$ cat config.mk
export PLATFORM = sky130hd
export DESIGN_NAME = mac_seq_ctrl
export DESIGN_NICKNAME = d
export VERILOG_FILES = /design/src/rtl/mac_seq_ctrl.sv
export SDC_FILE = /design/constraint.sdc
export NUM_CORES = 1
export LEC_CHECK = 0
export CAP_MARGIN = 25
export CORE_AREA = 2 2 96 98
export DETAILED_ROUTE_END_ITERATION = 16
export DIE_AREA = 0 0 98 100
export PLACE_DENSITY = 0.55
export SYNTH_ARGS = -nofsm -noshare
export SYNTH_HDL_FRONTEND = slang
export SYNTH_SLANG_ARGS = --single-unit
export TNS_END_PERCENT = 20
$ cat constraint.sdc
create_clock -name clk -period 4.4 [get_ports clk]
set_input_delay 0.66 -clock clk [delete_from_list [all_inputs] [get_ports clk]]
set_output_delay 0.66 -clock clk [all_outputs]
set_load 0.03 [all_outputs]
$ cat src/rtl/mac_seq_ctrl.sv
// Sequencing controller for a 4x4 signed multiplier feeding an accumulator.
// Optional build macro: MAC_SAT_EN (accumulator saturates instead of wrapping).
module mac_seq_ctrl #(
  parameter int N_TERMS = 16,
  parameter int ACC_W   = 12
) (
  input  logic                    clk,
  input  logic                    rst_n,
  input  logic                    start,
  input  logic                    in_valid,
  output logic                    in_ready,
  input  logic signed [3:0]       x,
  input  logic signed [3:0]       w,
  output logic                    out_valid,
  input  logic                    out_ready,
  output logic signed [ACC_W-1:0] acc_out,
  output logic                    ovf,
  output logic                    busy,
  output logic [1:0]              dbg_state
);

  // Handshakes: a transfer happens on a rising edge where valid and ready are
  // both high; ready never depends combinationally on valid.
  typedef enum logic [1:0] {IDLE, RUN, DRAIN, DONE} state_t;

  localparam logic [7:0] LAST_IDX = 8'(N_TERMS - 1);

  state_t                  state, state_nxt;
  logic [7:0]              cnt;
  logic signed [7:0]       prod;
  logic                    pvalid;
  logic signed [ACC_W-1:0] acc;
  logic                    accept;
  logic                    clear;
  logic [ACC_W:0]          sum;
  logic                    sum_ovf;
  logic signed [ACC_W-1:0] acc_nxt;

  always_comb begin
    state_nxt = state;
    in_ready  = 1'b0;
    out_valid = 1'b0;
    busy      = 1'b1;
    clear     = 1'b0;
    case (state)
      IDLE: begin
        busy = 1'b0;
        if (start) begin
          state_nxt = RUN;
          clear     = 1'b1;
        end
      end
      RUN: begin
        in_ready = 1'b1;
        if (in_valid && (cnt == LAST_IDX)) state_nxt = DRAIN;
      end
      // Stay until the last product has landed in the accumulator.
      DRAIN: if (!pvalid) state_nxt = DONE;
      DONE: begin
        out_valid = 1'b1;
        if (out_ready) state_nxt = IDLE;
      end
      default: state_nxt = IDLE;
    endcase
  end

  assign accept = in_valid & in_ready;

  // One extra bit holds the exact sum; the top two bits disagree on overflow.
  always_comb begin
    sum     = {acc[ACC_W-1], acc} + {{(ACC_W-7){prod[7]}}, prod};
    sum_ovf = sum[ACC_W] ^ sum[ACC_W-1];
    acc_nxt = sum[ACC_W-1:0];
`ifdef MAC_SAT_EN
    if (sum_ovf) begin
      acc_nxt = sum[ACC_W] ? {1'b1, {(ACC_W-1){1'b0}}} : {1'b0, {(ACC_W-1){1'b1}}};
    end
`else
    acc_nxt = sum[ACC_W-1:0];
`endif
  end

  always_ff @(posedge clk or negedge rst_n) begin
    if (!rst_n) begin
      state  <= IDLE;
      cnt    <= 8'd0;
      prod   <= 8'sd0;
      pvalid <= 1'b0;
      acc    <= '0;
      ovf    <= 1'b0;
    end else begin
      state  <= state_nxt;
      pvalid <= accept;
      if (accept) begin
        // Sign-extended operands: the low 8 bits of the product are exact.
        prod <= {{4{x[3]}}, x} * {{4{w[3]}}, w};
        cnt  <= cnt + 8'd1;
      end
      if (clear) begin
        acc <= '0;
        cnt <= 8'd0;
        ovf <= 1'b0;
      end else if (pvalid) begin
        acc <= acc_nxt;
        if (sum_ovf) ovf <= 1'b1;
      end
    end
  end

  assign acc_out   = acc;
  assign dbg_state = state;

endmodule

## After elaboration in Yosys (flattened, before gate mapping)

Index checks and enable logic that the tools add are counted.

- Word-level logic and storage cells: 43
- Flip-flop bits (word level): 32
- Output and inout port bits: 18

- $add $sub $neg: 2
- Reductions and logical operators: 7
- Equal/unequal tests: 8
- Multiply operators: 1
- Muxes and demuxes: 17
- Bitwise operators: 2

Operators with widths:

| kind | count |
|---|---|
| 12-bit two-way mux | 2 |
| 8-bit two-way mux | 2 |
| 12-bit by 8-bit adder with 13-bit output | 1 |
| 8-bit by 1-bit adder with 8-bit output, second input constant | 1 |
| 8-bit by 4-bit == test with 1-bit output, second input constant | 1 |
| 4-bit by 4-bit multiplier with 8-bit output | 1 |
| 1-bit two-way mux | 8 |
| 2-bit two-way mux | 4 |
| 2-bit != test, second input constant | 4 |
| 2-bit case mux with 4 select lines | 1 |
| 2-bit nonzero test | 3 |
| 2-bit == test, second input constant | 2 |
| 4-bit AND reduction | 1 |
| 2-bit by 1-bit == test with 1-bit output, second input constant | 1 |
| 2-bit logical NOT | 1 |
| 2-bit AND reduction | 1 |
| 1-bit bitwise AND | 1 |
| 1-bit logical AND | 1 |
| 1-bit bitwise XOR | 1 |

## Depth between registers and ports, before layout

- Depth in word-level cells: 5
- Depth in mapped cells: 13
- Gate-level depth less buffers: 13

## Worst setup path after synthesis

OpenSTA, ideal clock, no wires.

- Kind: in2reg
- From: input x[0]
- To: register prod[7]
- Stages: 13
- Arrival: 3.425 ns
- Path slack: 0.893 ns
- Path through: nand2b_1 fa_1 inv_1 fa_1 fa_1 ha_1 inv_1 fa_1 inv_1 a21o_1 a21oi_1 xnor2_1 o21ai_0

- Cells in the longest elaborated chain, start to end: 1

RTL lines:

| element | RTL line | RTL |
|---|---|---|
| from (decl) | 12 | `input logic signed [3:0] x,` |
| 4-bit by 4-bit multiplier with 8-bit output | 96 | `prod <= {{4{x[3]}}, x} * {{4{w[3]}}, w};` |
| to (signal assigned) | 96 |  |
| to (decl) | 30 | `logic signed [7:0] prod;` |

Every way passes these cells.
A chain may end at the register's enable or synchronous reset.

## Worst setup path in the final report

- From: input w[3]
- To: register prod[7]

- Cells in the longest elaborated chain, start to end: 1

RTL lines:

| element | RTL line | RTL |
|---|---|---|
| from (decl) | 13 | `input logic signed [3:0] w,` |
| 4-bit by 4-bit multiplier with 8-bit output | 96 |  |

Every way passes these cells.

==> key figures <==
Run status
  • Status: finished, final reports clean

Yosys
  • Post-synthesis cell type count: 56
  • Portion of synthesized cell area occupied by the leading cell type: 0.313
  • Cell count after synthesis: 274
  • Most frequent cell after synthesis: sky130_fd_sc_hd__dfrtp_1
  • Synthesized Nets: 327
  • Share of flip-flops with an asynchronous set or reset: 1.00
  • Mapped cell area: 2550 sq um
  • Mean Syn Cell Area: 9.32 sq um
  • Synth warn: 0
  • Most frequent cells after synthesis: sky130_fd_sc_hd__dfrtp_1 (32), sky130_fd_sc_hd__ha_1 (30), sky130_fd_sc_hd__nand2_1 (30)
  • Flops & latches, synth: 32
  • Proportion of synthesized chip area in sequential cells: 0.313
  • Post-synth EDFFs: 0
  • Area contributors post-synth: sky130_fd_sc_hd__dfrtp_1 (31%), sky130_fd_sc_hd__ha_1 (15%), sky130_fd_sc_hd__fa_1 (7.8%)
  • Primary FF master, synth: sky130_fd_sc_hd__dfrtp_1
  • Library cell occupying the most area in the post-synthesis netlist: sky130_fd_sc_hd__dfrtp_1

Final layout
  • Layout area overhead: 19.6%
  • Fraction of final layout cells sized beyond drive strength 1: 0.0556
  • Final layout net count: 358
  • Core Util, Final: 0.344
  • Diodes inserted: 0

Power and ir drop
  • Power per standard cell area: 588 nW/um^2
  • Standby leakage power: 1.38 nW
  • IR drop worst, VDD: 0.167 mV

Drt
  • Post-detailed-route count of antenna-violating nets: 0
  • DRC violations left: 0
  • DR pass1 iterations: 4
  • Mean routed wirelength per cell: 12.9 um
  • DRC marker count from the first detailed-route iteration: 65
  • Total via count after detailed routing: 2,005
  • Via-to-Cell Ratio: 4.81
  • Total length of routed wires: 5.39 mm

Clocking
  • Clock tree root driver cell: sky130_fd_sc_hd__clkbuf_8
  • Number of gates given a new drive strength after cts: 0
  • H-Tree Level Count: 2
  • Clock input transition at the sequential cells of the worst setup and hold paths: 0.07 ns
  • Max Buffers Root-to-Sink: 2
  • Number of CTS-inserted buffers: 5
  • CTS tree: built
  • Post-CTS Hold Buffers: 0
  • # Post-CTS Setup Buffers: 0
  • TritonCTS sink count: 32
  • Clock network latency to the later pin of the worst-skew pair: 0.28 ns

GRT
  • Total global routing track utilization: 0.119
  • Initial antenna violation count: 0
  • Leftover overflow at the end of global routing: 0
  • Global-route wire length before repair: 9.67 mm
  • Pin count of the biggest net entering global routing: 33
  • Via count of the first global-routing pass: 2,115

Placement
  • Placer congestion estimate: 0.808
  • Detail Placement HPWL: 4.07 mm
  • Dpl ws: 0.189 ns
  • Number of buffers inserted by port buffering: 30

Critical path
  • Kind of critical path: in -> reg
  • R2R Path End: cnt[7]$_DFFE_PN0P_
  • CP required: 4.59 ns
  • WP data arrival: 4.07 ns
  • Slack of the worst reg-to-reg path: 2.06 ns
  • Crit start category: input port
  • Largest fanout on the critical path: 5
  • Endpoint kind of the worst setup timing path: flip-flop
  • Worst setup startpoint: w[3]
  • Endpoint of the most critical setup path: prod[7]$_DFFE_PN0P_
  • Worst reg2reg path startpoint: dbg_state[1]$_DFFE_PN0P_
  • Number of cell instances on the worst register-to-register path: 7

Floorplan
  • Initial core utilization: 0.287
  • Row cnt: 35
  • Die height: 100 um
  • Io pins: 31
  • Horizontal extent of the die: 98 um
  • Die ar.: 9800 sq um
  • Core outline area: 8890 sq um

Timing
  • Fin. max-slew vios: 0
  • Headroom to the max-slew limit: 0.509
  • Clock tree skew after final layout: 0.00466 ns
  • Worst slew pin tran: 0.737 ns
  • Setup violation total in the final timing report: 0
  • Final worst-path setup slack: 0.523 ns
  • Final worst-path cycle share: 0.881
  • Setup_tns: 0 ns
  • Minimum clock period after layout: 3.88 ns
  • Unrepaired setup endpoints after global routing: false
  • Final Hold Vio Count: 0
  • Highest clock frequency the design can meet: 258 MHz

Hold path
  • Hold path startpoint: prod[0]$_DFFE_PN0P_
  • Worst hold path class: reg -> reg

Run
  • Max_cap viols: 0
metrics by stage:
step / power, mW / area, sq um / instances / hold slack (ns)
3_5_place_dp: 1.57 / 2960 / 409 / 0.463
5_1_grt: 1.98 / 3060 / 417 / 0.504
6_report: 1.80 / 3060 / 417 / 0.474
4_1_cts: 1.82 / 3060 / 417 / 0.480
2_1_floorplan: 1.26 / 2550 / 274 / 0.364
3_3_place_gp: 1.56 / 2960 / 409 / 0.465
flip-flops by register name, summed over array words and instances, names as in the netlist:
| register | count |
|---|---|
| cnt | 8 |
| pvalid | 1 |
| ovf | 1 |
| acc_out | 12 |
| dbg_state | 2 |
| prod | 8 |
worst min path at each step:
stage / end / slack (ns) / cells past startpoint
after floorplan: acc_out[0]$_DFFE_PN0P_ / 0.36 / 0
after global placement: prod[0]$_DFFE_PN0P_ / 0.46 / 2
final: prod[0]$_DFFE_PN0P_ / 0.47 / 2
after global routing: prod[4]$_DFFE_PN0P_ / 0.50 / 2
after CTS: prod[0]$_DFFE_PN0P_ / 0.48 / 2
after detailed placement: prod[0]$_DFFE_PN0P_ / 0.46 / 2
final cells by class:
type	instances	area (sq um)
fillers	916	5830
repair buffers	31	308
clock inverters	1	7.51
clock buffers	7	86.3
well taps	111	139
flip-flops and latches	32	801
multi-input cells	219	1650
inverters	16	60.1
power by group:
group | total, mW | internal (mW) | switching, mW
sequential | 0.497 | 0.398 | 0.0984
clock | 0.237 | 0.127 | 0.110
combinational | 1.06 | 0.452 | 0.612
total | 1.80 | 0.977 | 0.820
placed cells by master, fill, tap and decap left out, types with 2 or more instances in the layout:
cell                              count
sky130_fd_sc_hd__nand3_1              5
sky130_fd_sc_hd__clkbuf_8             6
sky130_fd_sc_hd__nor2b_1              5
sky130_fd_sc_hd__dfrtp_1             32
sky130_fd_sc_hd__and3_1               2
sky130_fd_sc_hd__a31oi_1              2
sky130_fd_sc_hd__o21ai_0             18
sky130_fd_sc_hd__clkdlybuf4s50_1     30
sky130_fd_sc_hd__xor2_1               7
sky130_fd_sc_hd__nand4_1              6
sky130_fd_sc_hd__nor3_1               3
sky130_fd_sc_hd__a211oi_1             7
sky130_fd_sc_hd__mux2i_1              2
sky130_fd_sc_hd__or3_1                3
sky130_fd_sc_hd__o211ai_1             3
sky130_fd_sc_hd__or3_2                2
sky130_fd_sc_hd__xnor2_1              5
sky130_fd_sc_hd__ha_1                30
sky130_fd_sc_hd__nor2_1              15
sky130_fd_sc_hd__a21oi_1             16
sky130_fd_sc_hd__o21ai_1              2
sky130_fd_sc_hd__fa_1                10
sky130_fd_sc_hd__nand4b_1             2
sky130_fd_sc_hd__nand2b_1             2
sky130_fd_sc_hd__o21a_1               3
sky130_fd_sc_hd__inv_1               16
sky130_fd_sc_hd__and2_1              11
sky130_fd_sc_hd__nand2_1             30
sky130_fd_sc_hd__a21o_1               4
kinds of logic after synthesis:
kind of cell               count (synthesis)  synth area share
DFF                                       32             0.313
adders and majority gates                 40             0.225
muxes                                      3            0.0122
AOI/OAI and AO/OA                         68             0.171
xor gates and xnor gates                  12            0.0411
buffers and inverters                     23            0.0392
and+or+nand+nor                           96             0.197
routing by layer:
layer  global-route usage  vias up  wire [um]
met5                    0        -          0
met4               0.0449        0         71
met3               0.0181        6        158
met2                0.200       32       2510
met1                0.157      931       2650
li1                     -     1036          -
worst max-delay path: stages:
cell,delay [ns]
sky130_fd_sc_hd__clkdlybuf4s50_1,0.56
sky130_fd_sc_hd__nand2b_1,0.12
sky130_fd_sc_hd__fa_1,0.54
sky130_fd_sc_hd__inv_1,0.05
sky130_fd_sc_hd__fa_1,0.49
sky130_fd_sc_hd__fa_1,0.52
sky130_fd_sc_hd__ha_1,0.16
sky130_fd_sc_hd__inv_1,0.05
sky130_fd_sc_hd__fa_1,0.40
sky130_fd_sc_hd__inv_1,0.07
sky130_fd_sc_hd__a21o_1,0.10
sky130_fd_sc_hd__a21oi_1,0.07
sky130_fd_sc_hd__xnor2_1,0.12
sky130_fd_sc_hd__o21ai_0,0.16
(Power assumes the default switching activity.)
